File: src/rtl/frost32_mem_initiator_pkg.sv
// Shared types for the Frost32 main-memory port: CPU access kinds, MainMem port structs and initiator FSM/grant enums.
// Types only; no latency or backpressure of its own.
package PkgFrost32Cpu;
    typedef enum logic {
        DiatRead  = 1'b0,
        DiatWrite = 1'b1
    } DataInoutAccessType;
endpackage

package PkgMainMem;
    import PkgFrost32Cpu::*;

    typedef struct packed {
        logic               req_mem_access;
        logic [31:0]        addr;
        logic [31:0]        data;
        DataInoutAccessType data_inout_access_type;
    } PortIn_MainMem;

    typedef struct packed {
        logic        wait_for_mem;
        logic [31:0] data;
    } PortOut_MainMem;
endpackage

package PkgFrost32MemInitiator;
    typedef enum logic [1:0] {
        IDLE  = 2'd0,
        ISSUE = 2'd1,
        WAIT  = 2'd2,
        RESP  = 2'd3
    } StMemInit;

    typedef enum logic {
        McFetch = 1'b0,
        McLdSt  = 1'b1
    } MemClient;

    localparam int WIDTH__MEM_INIT_ADDR = 32;
endpackage

File: src/rtl/frost32_mem_arbiter.sv
// Two-requester alternating-priority select; combinational grant, history register updated on each grant.
// Load/store preferred unless it won last time and fetch is waiting; caller gates grants with i_grant_en.
module frost32_mem_arbiter
    import PkgFrost32MemInitiator::*;
(
    input  logic     clk,
    input  logic     reset,
    input  logic     i_if_req,
    input  logic     i_ls_req,
    input  logic     i_grant_en,
    output logic     o_grant_vld,
    output MemClient o_grant
);
    MemClient r_last;

    assign o_grant_vld = i_grant_en && (i_if_req || i_ls_req);
    assign o_grant     = (i_if_req && (!i_ls_req || r_last == McLdSt)) ? McFetch : McLdSt;

    always_ff @(posedge clk) begin
        if (reset) begin
            r_last <= McFetch;
        end else if (o_grant_vld) begin
            r_last <= o_grant;
        end
    end
endmodule

File: src/rtl/frost32_mem_initiator.sv
// CPU bus master for MainMem: arbitrates fetch vs load/store, one access in flight, 6 cycles req-to-ack, 7-cycle spacing.
// Clients hold req until a one-cycle ack; optional WAIT abort with sticky mem_err under MEM_TIMEOUT_EN.
module frost32_mem_initiator
    import PkgFrost32Cpu::*;
    import PkgMainMem::*;
    import PkgFrost32MemInitiator::*;
#(
    parameter int TIMEOUT_CYCLES = 16
) (
    input  logic                            clk,
    input  logic                            reset,
    input  logic                            if_req,
    input  logic [WIDTH__MEM_INIT_ADDR-1:0] if_addr,
    output logic                            if_ack,
    output logic [31:0]                     if_data,
    input  logic                            ls_req,
    input  logic                            ls_we,
    input  logic [WIDTH__MEM_INIT_ADDR-1:0] ls_addr,
    input  logic [31:0]                     ls_wdata,
    output logic                            ls_ack,
    output logic [31:0]                     ls_rdata,
    output logic                            mem_err,
    output PortIn_MainMem                   to_mem,
    input  PortOut_MainMem                  from_mem
);
    StMemInit      r_state;
    MemClient      r_client;
    PortIn_MainMem r_to_mem;
    logic          r_if_ack;
    logic          r_ls_ack;
    logic [31:0]   r_if_data;
    logic [31:0]   r_ls_rdata;

    logic          w_if_req;
    logic          w_ls_req;
    logic          w_grant_en;
    logic          w_grant_vld;
    MemClient      w_grant;
    logic          w_mem_done;
    logic          w_timeout;
    logic [31:0]   w_rsp_data;

    // The client being acked still shows its old req this cycle; keep it out of the regrant.
    assign w_if_req   = if_req && !(r_state == RESP && r_client == McFetch);
    assign w_ls_req   = ls_req && !(r_state == RESP && r_client == McLdSt);
    assign w_grant_en = (r_state == IDLE || r_state == RESP) && !from_mem.wait_for_mem;

    frost32_mem_arbiter u_arb (
        .clk         (clk),
        .reset       (reset),
        .i_if_req    (w_if_req),
        .i_ls_req    (w_ls_req),
        .i_grant_en  (w_grant_en),
        .o_grant_vld (w_grant_vld),
        .o_grant     (w_grant)
    );

    // wait_for_mem only reflects our access once MainMem has sampled the request pulse.
    assign w_mem_done = (r_state == WAIT) && !r_to_mem.req_mem_access && !from_mem.wait_for_mem;

`ifdef MEM_TIMEOUT_EN
    localparam int TO_W = $clog2(TIMEOUT_CYCLES + 1);

    logic [TO_W-1:0] r_to_cnt;
    logic            r_mem_err;

    assign w_timeout = (r_state == WAIT) && !w_mem_done && (r_to_cnt == TO_W'(TIMEOUT_CYCLES - 1));
    assign mem_err   = r_mem_err;

    always_ff @(posedge clk) begin
        if (reset) begin
            r_to_cnt  <= '0;
            r_mem_err <= 1'b0;
        end else begin
            if (r_state == ISSUE) begin
                r_to_cnt <= '0;
            end else if (r_state == WAIT) begin
                r_to_cnt <= r_to_cnt + 1'b1;
            end
            if (w_timeout) begin
                r_mem_err <= 1'b1;
            end
        end
    end
`else
    logic w_unused_timeout;

    assign w_unused_timeout = |TIMEOUT_CYCLES;
    assign w_timeout        = 1'b0;
    assign mem_err          = 1'b0;
`endif

    assign w_rsp_data = w_timeout ? 32'd0 : from_mem.data;

    always_ff @(posedge clk) begin
        if (reset) begin
            r_state    <= IDLE;
            r_client   <= McFetch;
            r_to_mem   <= '0;
            r_if_ack   <= 1'b0;
            r_ls_ack   <= 1'b0;
            r_if_data  <= '0;
            r_ls_rdata <= '0;
        end else begin
            r_if_ack <= 1'b0;
            r_ls_ack <= 1'b0;
            case (r_state)
                IDLE, RESP: begin
                    if (w_grant_vld) begin
                        r_client <= w_grant;
                        if (w_grant == McLdSt) begin
                            r_to_mem.addr                   <= ls_addr;
                            r_to_mem.data                   <= ls_wdata;
                            r_to_mem.data_inout_access_type <= ls_we ? DiatWrite : DiatRead;
                        end else begin
                            r_to_mem.addr                   <= if_addr;
                            r_to_mem.data_inout_access_type <= DiatRead;
                        end
                        r_state <= ISSUE;
                    end else begin
                        r_state <= IDLE;
                    end
                end
                ISSUE: begin
                    r_to_mem.req_mem_access <= 1'b1;
                    r_state                 <= WAIT;
                end
                WAIT: begin
                    // addr/data/type stay put: MainMem re-samples them mid-access.
                    r_to_mem.req_mem_access <= 1'b0;
                    if (w_mem_done || w_timeout) begin
                        if (r_client == McFetch) begin
                            r_if_data <= w_rsp_data;
                            r_if_ack  <= 1'b1;
                        end else begin
                            r_ls_rdata <= w_rsp_data;
                            r_ls_ack   <= 1'b1;
                        end
                        r_state <= RESP;
                    end
                end
                default: r_state <= IDLE;
            endcase
        end
    end

    assign to_mem   = r_to_mem;
    assign if_ack   = r_if_ack;
    assign if_data  = r_if_data;
    assign ls_ack   = r_ls_ack;
    assign ls_rdata = r_ls_rdata;
endmodule

File: config.mk
export PLATFORM = sky130hd
export DESIGN_NAME = frost32_mem_initiator
export DESIGN_NICKNAME = d
export VERILOG_FILES = /design/src/rtl/frost32_mem_initiator_pkg.sv /design/src/rtl/frost32_mem_arbiter.sv /design/src/rtl/frost32_mem_initiator.sv
export SDC_FILE = /design/constraint.sdc
export NUM_CORES = 1
export LEC_CHECK = 0
export ABC_AREA = 1
export ABC_CLOCK_PERIOD_IN_PS = 2000
export BUFFER_PORTS_ARGS = -buffer_cell sky130_fd_sc_hd__buf_4
export CORE_ASPECT_RATIO = 1.5
export CORE_MARGIN = 3
export CORE_UTILIZATION = 47
export CTS_CLUSTER_DIAMETER = 80
export DETAILED_ROUTE_END_ITERATION = 12
export GPL_ROUTABILITY_DRIVEN = 0
export PLACE_DENSITY = 0.8
export SYNTH_ARGS = -nofsm -noshare
export SYNTH_HDL_FRONTEND = slang
export SYNTH_SLANG_ARGS = --single-unit
File: constraint.sdc
create_clock -name clk -period 2 [get_ports clk]
set_input_delay 0.2 -clock clk [delete_from_list [all_inputs] [get_ports clk]]
set_output_delay 0.2 -clock clk [all_outputs]
set_load 0.01 [all_outputs]
-- Word-level counts from Yosys, hierarchy flattened
Index checks and enable logic that the tools add are counted.
- flip-flop bits (word level): 136
- bits of input ports: 134
- output and inout bits: 133
- word-level logic and storage cells: 54
- eq/ne operators: 4
- muxes and demuxes: 10
- bitwise gates (word level): 4
- reduce and logical (&&, ||, !) cells: 25
- operators by type and width (operator ; count):
    $mux W32 ; 1
    $logic_and A1 B1 Y1 ; 9
    $reduce_and A3 Y1 ; 3
    $mux W1 ; 6
    $pmux W2 S3 ; 1
    $logic_not A1 Y1 ; 5
    $eq A2 B2 Y1 const B ; 2
    $not A1 Y1 ; 4
    $logic_or A1 B1 Y1 ; 3
    $reduce_or A3 Y1 ; 1
    $eq A2 B1 Y1 const B ; 1
    $logic_not A2 Y1 ; 1
    $mux W2 ; 1
    $ne A2 B2 Y1 const B ; 1
    $pmux W1 S2 ; 1
    $reduce_and A2 Y1 ; 1
    $reduce_bool A2 Y1 ; 1
    $reduce_or A2 Y1 ; 1

-- Longest topological paths before layout
Gate-level depths: netlist of run 1.
- depth after elaboration: 9
- gate-level depth with buffers: 10
- mapped depth without buffers: 9

-- Cells and area by module
Synthesis of run 1 repeated with hierarchy kept, for this count alone.
- cell total of the unflattened synthesis: 855
- area, all modules: 6060.8 sq um
- modules (own cells, without submodules) (module ; times used ; cells each ; area each (sq um) ; sequential area each (sq um)):
    frost32_mem_initiator ; 1 ; 843 ; 5990.7 ; 2702.6
    frost32_mem_arbiter ; 1 ; 12 ; 70.1 ; 20.0

-- Least setup slack after synthesis of run 1
OpenSTA, ideal clock, no wires.
- path type: reg2reg
- start: register r_state[0]
- end: register r_to_mem (netlist bit to_mem[55])
- library setup time: 0.109 ns
- arrival time: 1.510 ns
- data required time: 1.891 ns
- setup slack: 0.381 ns
- cell stages (with the launch flop): 11
- buffers on the path: 1
- clock period less this slack: 1.619 ns
- path through: dfxtp_1 -> inv_1 -> ha_1 -> inv_1 -> nor2_2 -> nand2_4 -> inv_2 -> buf_2 -> nand3_1 -> nand2_1 -> inv_1
- cells in the longest elaborated chain, start to end: 8
- elaborated cells between the ends (all ways): 18
- classes of those cells: 1 x eq/ne; 1 x mux; 16 x reduce/logical
- ends and longest elaborated chain (element ; RTL line ; RTL):
    start: declaration ; frost32_mem_initiator.sv:26 ; StMemInit r_state;
    start signal: assignment ; frost32_mem_initiator.sv:97 ; r_state <= IDLE;
    start signal: assignment ; frost32_mem_initiator.sv:119 ; r_state <= ISSUE;
    start signal: assignment ; frost32_mem_initiator.sv:121 ; r_state <= IDLE;
    $eq A2 B2 Y1 ; - ;
    $logic_and A1 B1 Y1 ; frost32_mem_initiator.sv:45 ; assign w_ls_req = ls_req && !(r_state == RESP && r_client == McLdSt);
    $logic_not A1 Y1 ; frost32_mem_initiator.sv:45 ;
    $logic_and A1 B1 Y1 ; frost32_mem_initiator.sv:45 ;
    $logic_not A1 Y1 ; frost32_mem_arbiter.sv:17 ; assign o_grant = (i_if_req && (!i_ls_req || r_last == McLdSt)) ? McFetch : McLdSt;
    $logic_or A1 B1 Y1 ; frost32_mem_arbiter.sv:17 ;
    $logic_and A1 B1 Y1 ; frost32_mem_arbiter.sv:17 ;
    $mux W32 ; frost32_mem_initiator.sv:111 ; if (w_grant == McLdSt) begin
    end: declaration ; frost32_mem_initiator.sv:28 ; PortIn_MainMem r_to_mem;
Parallel ways exist; a longest one is shown, timed or not.
A chain may end at the register's enable or synchronous reset.

-- Final worst setup path of run 1
- start: register r_state[0]
- end: register r_to_mem (netlist bit to_mem[11])
- cells in the longest elaborated chain, start to end: 9
- elaborated cells between the ends (all ways): 18
- classes of those cells: 1 x eq/ne; 1 x bitwise; 16 x reduce/logical
- ends and longest elaborated chain (element ; RTL line):
    $eq A2 B2 Y1 ; -
    $logic_and A1 B1 Y1 ; frost32_mem_initiator.sv:45
    $logic_not A1 Y1 ; frost32_mem_initiator.sv:45
    $logic_and A1 B1 Y1 ; frost32_mem_initiator.sv:45
    $logic_not A1 Y1 ; frost32_mem_arbiter.sv:17
    $logic_or A1 B1 Y1 ; frost32_mem_arbiter.sv:17
    $logic_and A1 B1 Y1 ; frost32_mem_arbiter.sv:17
    $not A1 Y1 (no line) ; -
    $reduce_and A3 Y1 (no line) * ; -
Every way passes the cells marked *; elsewhere a longest branch is shown, timed or not.

==> impl_metrics.yaml, run 1 <==
status:
  run_status: "finished, final reports clean"
synth:
  synth-seq-area-share: 0.461
  dominant_combinational_cell_family_by_area_after_synthesis: "simple AND/OR/NAND/NOR gates"
  synth_cell_types: 22
  synthesis.area_per_instance_sq_um: 6.72
  synth_fa_ha_area_frac: 0.00423
  synth_area_sq_mm: 0.00591
  synth.area.mux_share: 0
  syn_nets: 1016
  yosys_warnings: 0
  synth_compound_gate_area_share: 0.0921
  post_synthesis_instance_total: 880
  synth-simple-area-share: 0.292
  postSynthRegisterBits: 136
  synth-xor-area-share: 0
critical_path:
  critPathCaptureType: "register"
  r2r_setup_slack_ps: 200
  critPathRequiredTime_ps: 2310
  r2r-end: "to_mem[11]"
  setup.worst_path.end: "to_mem[11]"
  crit_start: "r_state[0]"
  cp.arrival_ps: 2110
  rr_startpoint: "r_state[0]"
  crit_type: "register to register"
  cp_max_fo: 31
  start_kind: "register"
  r2r_cells: 8
power_and_ir_drop:
  p_per_area_mw_per_mm2: 1140
  vdd_ir_drop_max_v: 0.000647
  cell_leakage_power_nw: 4.73
  report.power.total_mw: 9.83
timing:
  period_minus_slack_ps: 1800
  final.setup.tns_ps: 0
  maxSlewHeadroom: 0.656
  max_freq_mhz: 555
  drv_slew: 0
  timing_hold_violations_final: 0
  post-route-period-util: 0.900
  fin_worst_skew_ps: 11.0
  tightestPinTransition_ps: 515
  finalSetupViolations: 0
  grt_setup_unrepaired: "false"
floorplanning:
  die_h_um: 143
  placement_rows: 49
  floorplan.die_area_sq_mm: 0.0140
  die_w_um: 97.6
  starting_density_of_the_core: 0.487
  io_pins: 267
  core-area_sq_mm: 0.0121
grt:
  antenna_violations_before_repair: 0
  number_of_global_route_vias_before_repair: 5840
  grt_pass1_wl_um: 28000
  grt_remaining_overflow: 0
  grt_max_degree: 61
  grt_use_total: 0.246
clocking:
  clkLatencyLatePin_ps: 410
  cts_repair_resize_count: 0
  cts_max_level: 4
  cts_num_sinks: 136
  master_cell_of_the_clock_root_buffer: "clkbuf_16"
  cts_hold_repair.buffers: 0
  post-cts-setup-buffers: 0
  cts_buffers: 17
  clkTransAtPathRegs_ps: 60
  cts.path.max_buffers: 2
  tritoncts: "yes"
detailed_routing:
  route.detailed.drc: 0
  routed_wire_length_per_instance_um: 13.7
  wl_um: 17800
  dr_total_vias: 6157
  antenna_left: 0
  detail_route.first_pass.iterations: 4
  detailedRoute.firstIterationViolations: 346
  route.detailed.vias_per_inst: 4.77
finish:
  layout_common_cells: "buf_4, inv_1, nor2_1"
  fraction_of_layout_instances_using_a_drive_strength_above_1: 0.285
  syn_to_final_growth_pct: 46.0
  final_common_cell: "buf_4"
  num-nets-final: 1262
  antenna_cells: 0
placed_design:
  placement.io_buffers: 265
  post-dp-hpwl_um: 12300
hold_path:
  hold_depth: 3
  min-delay-path-class: "input pin to register"
job:
  drv.max_cap_violation_count: 0
registers in the layout, indices dropped and copies added (netlist names):
| signal | count |
|---|---|
| if_data | 32 |
| u_arb.r_last | 1 |
| ls_ack | 1 |
| if_ack | 1 |
| r_state | 2 |
| r_client | 1 |
| to_mem | 66 |
| ls_rdata | 32 |
kinds of logic (layout without fill, tap and decap cells):
family	Yosys count	count (layout)
AOI/OAI and AO/OA	106	106
other	1	1
DFF	136	136
buffers and inverters	226	485
and+or+nand+nor	409	409
adders and majority gates	2	2
cell usage after synthesis:
library cell    n  area, sq um
a21boi_0        1         7.51
a21oi_1        36          180
a21oi_4         1         16.3
buf_1           6         22.5
buf_2          19         95.1
buf_4           5         37.5
clkbuf_1       25         93.8
clkinv_1        1         3.75
conb_1          1         3.75
dfxtp_1       136         2720
ha_1            2         25.0
inv_1         168          631
inv_2           2         7.51
nand2_1       137          514
nand2_2         2         12.5
nand2_4         1         11.3
nand3_1        64          320
nand3_2         2         20.0
nand4_1        32          200
nor2_1        170          638
nor2_2          1         6.26
o21ai_0        68          340
routing by layer:
metal | track usage | share of wire | vias to the layer above
met5 | 0 | 0 | -
met4 | 0.0919 | 0.027 | 0
met3 | 0.0767 | 0.066 | 30
met2 | 0.428 | 0.52 | 199
met1 | 0.283 | 0.39 | 2765
li1 | - | - | 3163
critical path, stage by stage (launching register included):
cell and delay, ps:
dfxtp_1 340, inv_1 50, ha_1 300, inv_1 70, nor2_2 250, buf_4 380, nand4_1 160, nand2_1 90
nor2_1 40
area by class of cell:
type,count,area [sq um]
inverter,171,642
clock buffer,18,429
sequential,136,2720
fill,1043,3510
multi-input combinational,518,2300
timing repair buffer,282,2170
tap,153,191
clock inverter,14,175
power breakdown:
group          total (mW)  switching [mW]  leakage [nW]  internal [mW]
sequential           3.49           0.268          1.11           3.22
combinational        3.16            1.78          3.33           1.38
clock                3.17            1.20         0.287           1.97
total                9.83            3.25          4.73           6.57
per-stage QoR:
step | setup WS (ps) | instance area, sq um | utilization | std cells | hold WS (ps)
finish | 199 | 8630 | 0.711 | 1292 | 22.2
CTS | 196 | 8630 | 0.711 | 1292 | 5.02
global route | 54.0 | 8630 | 0.711 | 1292 | 11.5
detailed placement | 222 | 8020 | 0.661 | 1260 | 438
floorplan | 381 | 5910 | - | 880 | 335
global placement | 285 | 8020 | 0.661 | 1260 | 430
worst min-delay path by stage:
stage	from	endpoint
after detailed placement	from_mem[16]	ls_rdata[16]
after floorplan	from_mem[0]	if_data[0]
after global placement	from_mem[16]	if_data[16]
after CTS	from_mem[25]	ls_rdata[25]
after global routing	from_mem[23]	if_data[23]
final	from_mem[16]	ls_rdata[16]
(Power assumes the default switching activity.)
==> inputs of run 2 (changes only) <==
ABC_AREA = not set   (was 1)
CORE_UTILIZATION = 46   (was 47)
PLACE_DENSITY = 0.81   (was 0.8)
SKIP_CTS_REPAIR_TIMING = 1   (was not set)
TNS_END_PERCENT = 50   (was not set)
==> impl_metrics.yaml, run 2 <==
timing:
  maxSlewHeadroom: 0.567
  tightestPinTransition_ps: 649
  finalSetupViolations: 0
  timing_hold_violations_final: 0
  timing.hold.ws_ps: 50.7
  finalWorstSetupSlack_ps: 39.5
  final.setup.tns_ps: 0
  drv_slew: 0
  grt_setup_unrepaired: "true"
  fin_worst_skew_ps: 7.74
  period_minus_slack_ps: 1960
  max_freq_mhz: 510
  post-route-period-util: 0.980
synth:
  syn_nets: 781
  synth-seq-area-share: 0.515
  post-synth-top-area-cell: "dfxtp_1"
  synthesis.area_per_instance_sq_um: 8.20
  yosysMostFrequentCell: "nand2_1"
  synth_top_flop_cell: "dfxtp_1"
  yosys_warnings: 0
  netlist_top_cells_count: "nand2_1, dfxtp_1, a21oi_1, nor2_1, clkbuf_1"
  synthTopCellsByArea: "dfxtp_1, nand2_1, a21oi_1"
  postSynthRegisterBits: 136
  async_reset_ff_frac: 0
  synth-edff-count: 0
  synth_area_sq_mm: 0.00529
  synth_top_cell_area_share: 0.515
  post_synthesis_instance_total: 645
  synth_cell_types: 27
finish:
  final_common_cell: "buf_4"
  largest_register_ffs: 66
  num-nets-final: 1030
  layout_common_cells: "buf_4, nand2_1, dfxtp_1"
  layout.filler_cells: 851
  syn_to_final_growth_pct: 53.5
  fin_area_sq_mm: 0.00812
  antenna_cells: 0
  stdcell_count: 1054
  regArea_sq_mm: 0.00272
  fin_util: 0.730
  multi_input_area_sq_mm: 0.00235
  fraction_of_layout_instances_using_a_drive_strength_above_1: 0.358
detailed_routing:
  detailedRoute.firstIterationViolations: 295
  route.detailed.drc: 0
  antenna_left: 0
  dr_total_vias: 5652
  route.detailed.vias_per_inst: 5.36
  wl_um: 17600
  routed_wire_length_per_instance_um: 16.7
  detail_route.first_pass.iterations: 5
clocking:
  tritoncts: "yes"
  cts_max_level: 4
  cts_buffers: 17
  clkTransAtPathRegs_ps: 60
  master_cell_of_the_clock_root_buffer: "clkbuf_16"
  cts_num_sinks: 136
  cts.path.max_buffers: 2
  clkLatencyLatePin_ps: 400
critical_path:
  start_kind: "register"
  cp_max_fo: 16
  crit_type: "register to register"
  critPathRequiredTime_ps: 2260
  critPathCaptureType: "register"
  r2r_cells: 8
  cp.arrival_ps: 2220
placed_design:
  dp.cells: 1017
  pre_cts_slack_ps: 69.5
  dpl_cell_area_sq_mm: 0.00744
  post-dp-hpwl_um: 12000
  placement.io_buffers: 265
hold_path:
  hold_depth: 3
  min-delay-path-class: "input pin to register"
status:
  run_status: "finished, final reports clean"
grt:
  grt_max_degree: 83
  number_of_global_route_vias_before_repair: 5267
  antenna_violations_before_repair: 0
  grt_use_total: 0.251
  grt_pass1_wl_um: 25700
  grt_remaining_overflow: 0
floorplanning:
  die_h_um: 137
  starting_density_of_the_core: 0.476
  core-area_sq_mm: 0.0111
  die_w_um: 93.6
  floorplan.die_area_sq_mm: 0.0128
  placement_rows: 47
  io_pins: 267
job:
  drv.max_cap_violation_count: 0
power_and_ir_drop:
  p_per_area_mw_per_mm2: 1120
  report.power.total_mw: 9.10
  cell_leakage_power_nw: 3.47
  vdd_ir_drop_max_v: 0.000719
run 2: cell count changes in the layout (fill, tap and decap cells not counted), sizes merged, moves of 8 or more:
cell and change:
inv -171, o21ai -35, nand3 -63, a21oi +31
nand4 -32, nor2 -131, clkbuf +8, nand2b +34
a311oi +32, nand4b +32, nand2 +53
run 2: final timing paths:
kind                start      endpoint  slack, ps
min reg2reg   if_data[23]   if_data[23]        450
max reg2reg    r_state[0]    to_mem[14]         40
min          from_mem[16]  ls_rdata[16]         50
max            r_state[0]    to_mem[14]         40
run 2: where the power goes:
group | leakage (nW) | internal [mW] | switching [mW]
combinational | 2.10 | 1.36 | 1.48
sequential | 1.11 | 3.13 | 0.253
clock | 0.266 | 1.76 | 1.11
total | 3.47 | 6.25 | 2.84
run 2: logic make-up after synthesis:
family	after synthesis	synth area share
AO/OA/AOI/OAI	137	0.158
AND/OR/NAND/NOR	309	0.271
other	1	0.000709
flip-flops	136	0.515
buffers and inverters	59	0.0494
adder cells (fa/ha/maj)	2	0.00473
multiplexers	1	0.00189
run 2: critical path: stages, from the launching register on:
cell and delay [ps]:
dfxtp_2 340, inv_1 80, ha_4 270, inv_1 60, a2111oi_4 430, buf_4 200, and2_4 170, buf_12 140
o21ai_0 130
run 2: per-layer routing:
metal | share of wire | GRT usage | vias to the layer above
met1 | 0.36 | 0.274 | 2664
met4 | 0.024 | 0.108 | 0
met5 | 0 | 0 | -
met2 | 0.52 | 0.444 | 275
li1 | - | - | 2681
met3 | 0.094 | 0.0787 | 32
run 2: area by class of cell:
type | instances | area share
multi-input cells | 450 | 0.289
clock inverters | 9 | 0.00925
inverters | 2 | 0.000925
repair buffers | 287 | 0.285
flip-flops and latches | 136 | 0.335
well taps | 147 | 0.0227
clock buffers | 23 | 0.0576
==> inputs of run 3 (changes only) <==
CELL_PAD_IN_SITES_DETAIL_PLACEMENT = 1   (was not set)
CELL_PAD_IN_SITES_GLOBAL_PLACEMENT = 2   (was not set)
CORE_UTILIZATION = 24   (was 46)
PLACE_DENSITY = not set   (was 0.81)
PLACE_DENSITY_LB_ADDON = 0.1   (was not set)
==> impl_metrics.yaml, run 3 (synthesis gave the netlist of run 2 again) <==
timing:
  timing.hold.ws_ps: 38.6
  finalWorstSetupSlack_ps: 61.4
  period_minus_slack_ps: 1940
  timing_hold_violations_final: 0
  drv_slew: 0
  fin_worst_skew_ps: 6.85
  post-route-period-util: 0.969
  max_freq_mhz: 516
  finalSetupViolations: 0
detailed_routing:
  dr_total_vias: 5571
  antenna_left: 0
  detailedRoute.firstIterationViolations: 204
  route.detailed.drc: 0
  routed_wire_length_per_instance_um: 17.8
  detail_route.first_pass.iterations: 4
  wl_um: 20900
  route.detailed.vias_per_inst: 4.73
floorplanning:
  placement_rows: 65
  die_w_um: 127
  floorplan.die_area_sq_mm: 0.0239
  starting_density_of_the_core: 0.247
  die_h_um: 188
  core-area_sq_mm: 0.0214
  io_pins: 267
critical_path:
  critPathSlowestCell: "a2111oi_4"
  start_kind: "register"
  slowest_delay_ps: 390
  critPathCaptureType: "register"
  cp_max_fo: 18
  crit_type: "register to register"
  worstPathCellList: "inv_1 -> ha_1 -> inv_1 -> a2111oi_4 -> buf_4 -> buf_12 -> buf_12 -> nand4b_1 -> o21ai_0"
  cp.arrival_ps: 2270
  critPathRequiredTime_ps: 2330
power_and_ir_drop:
  clock_power_share: 0.323
  combPwrFrac: 0.315
  power_switching_share: 0.308
  vdd_ir_drop_max_v: 0.000571
  cell_leakage_power_nw: 3.53
  cell_internal_pwr_mw: 6.48
  switchingPower_mw: 2.88
  seqPwrFrac: 0.362
  p_per_area_mw_per_mm2: 1120
finish:
  largest_register_ffs: 66
  num-nets-final: 1035
  layout.filler_cells: 2560
  fin_area_sq_mm: 0.00838
  final_common_cell: "buf_4"
  syn_to_final_growth_pct: 58.4
  fraction_of_layout_instances_using_a_drive_strength_above_1: 0.358
  layout_common_cells: "buf_4, nand2_1, dfxtp_1"
grt:
  grt_remaining_overflow: 0
  antenna_violations_before_repair: 1
  grt_pass1_wl_um: 31900
  grt_max_degree: 52
  grt_use_total: 0.169
  number_of_global_route_vias_before_repair: 5944
clocking:
  clkTransAtPathRegs_ps: 60
  cts_max_level: 4
  clkLatencyLatePin_ps: 410
  cts.path.max_buffers: 2
  tritoncts: "yes"
  master_cell_of_the_clock_root_buffer: "clkbuf_16"
  cts_num_sinks: 136
  cts_buffers: 17
status:
  run_status: "finished, final reports clean"
job:
  drv.max_cap_violation_count: 0
placed_design:
  placement.io_buffers: 265
  dpl_cell_area_sq_mm: 0.00767
  post-dp-hpwl_um: 14700
  pre_cts_slack_ps: -32.1
hold_path:
  min-delay-path-class: "input pin to register"
[run 3: layout make-up]
type | count | area [sq um] | share of cell area
multi-input cells | 450 | 2330 | 0.278
inverters | 2 | 7.51 | 0.000896
repair buffers | 292 | 2410 | 0.288
clock buffers | 27 | 533 | 0.0636
diodes | 1 | 2.50 | 0.000299
flip-flops and latches | 136 | 2720 | 0.325
well taps | 268 | 335 | 0.0400
clock inverters | 2 | 35.0 | 0.00418
[run 3: final timing paths]
kind | startpoint | to | slack [ps] | depth (start not counted)
max | r_state[0] | to_mem[27] | 60 | 9
min | from_mem[17] | if_data[17] | 40 | 3
max reg2reg | r_state[0] | to_mem[27] | 60 | 9
min reg2reg | ls_rdata[6] | ls_rdata[6] | 460 | 2
[run 3: critical path: cells and delay by family (launching register included)]
family,cells,cell delay [ps]
AOI/OAI and AO/OA,2,490
adders and majority gates,1,290
buffers and inverters,5,600
DFF,1,340
and+or+nand+nor,1,110
[run 3: stage by stage]
stage                     power [mW]  TNS [ps]  instances   util
final                           9.35         0       1178  0.392
after global placement          6.09         0       1141  0.359
after CTS                       9.28      -129       1170  0.385
after floorplan                 4.74         0        645      -
after detailed placement        6.19     -62.4       1141  0.359
after global routing            9.92      -567       1178  0.392
[run 3: power groups by stage]
stage | clock network, mW | registers, mW | logic, mW
detailed placement | 0 | 3.44 | 2.75
floorplan | 0 | 3.57 | 1.17
finish | 3.02 | 3.38 | 2.95
global placement | 0 | 3.42 | 2.66
CTS | 3.14 | 3.39 | 2.75
global route | 3.26 | 3.43 | 3.23
[run 3: layer usage]
layer,vias up,wire length (um),track usage
met2,185,11100,0.307
met4,0,332,0.0578
met3,20,1550,0.0559
li1,2689,-,-
met1,2677,7900,0.180
met5,-,0,0
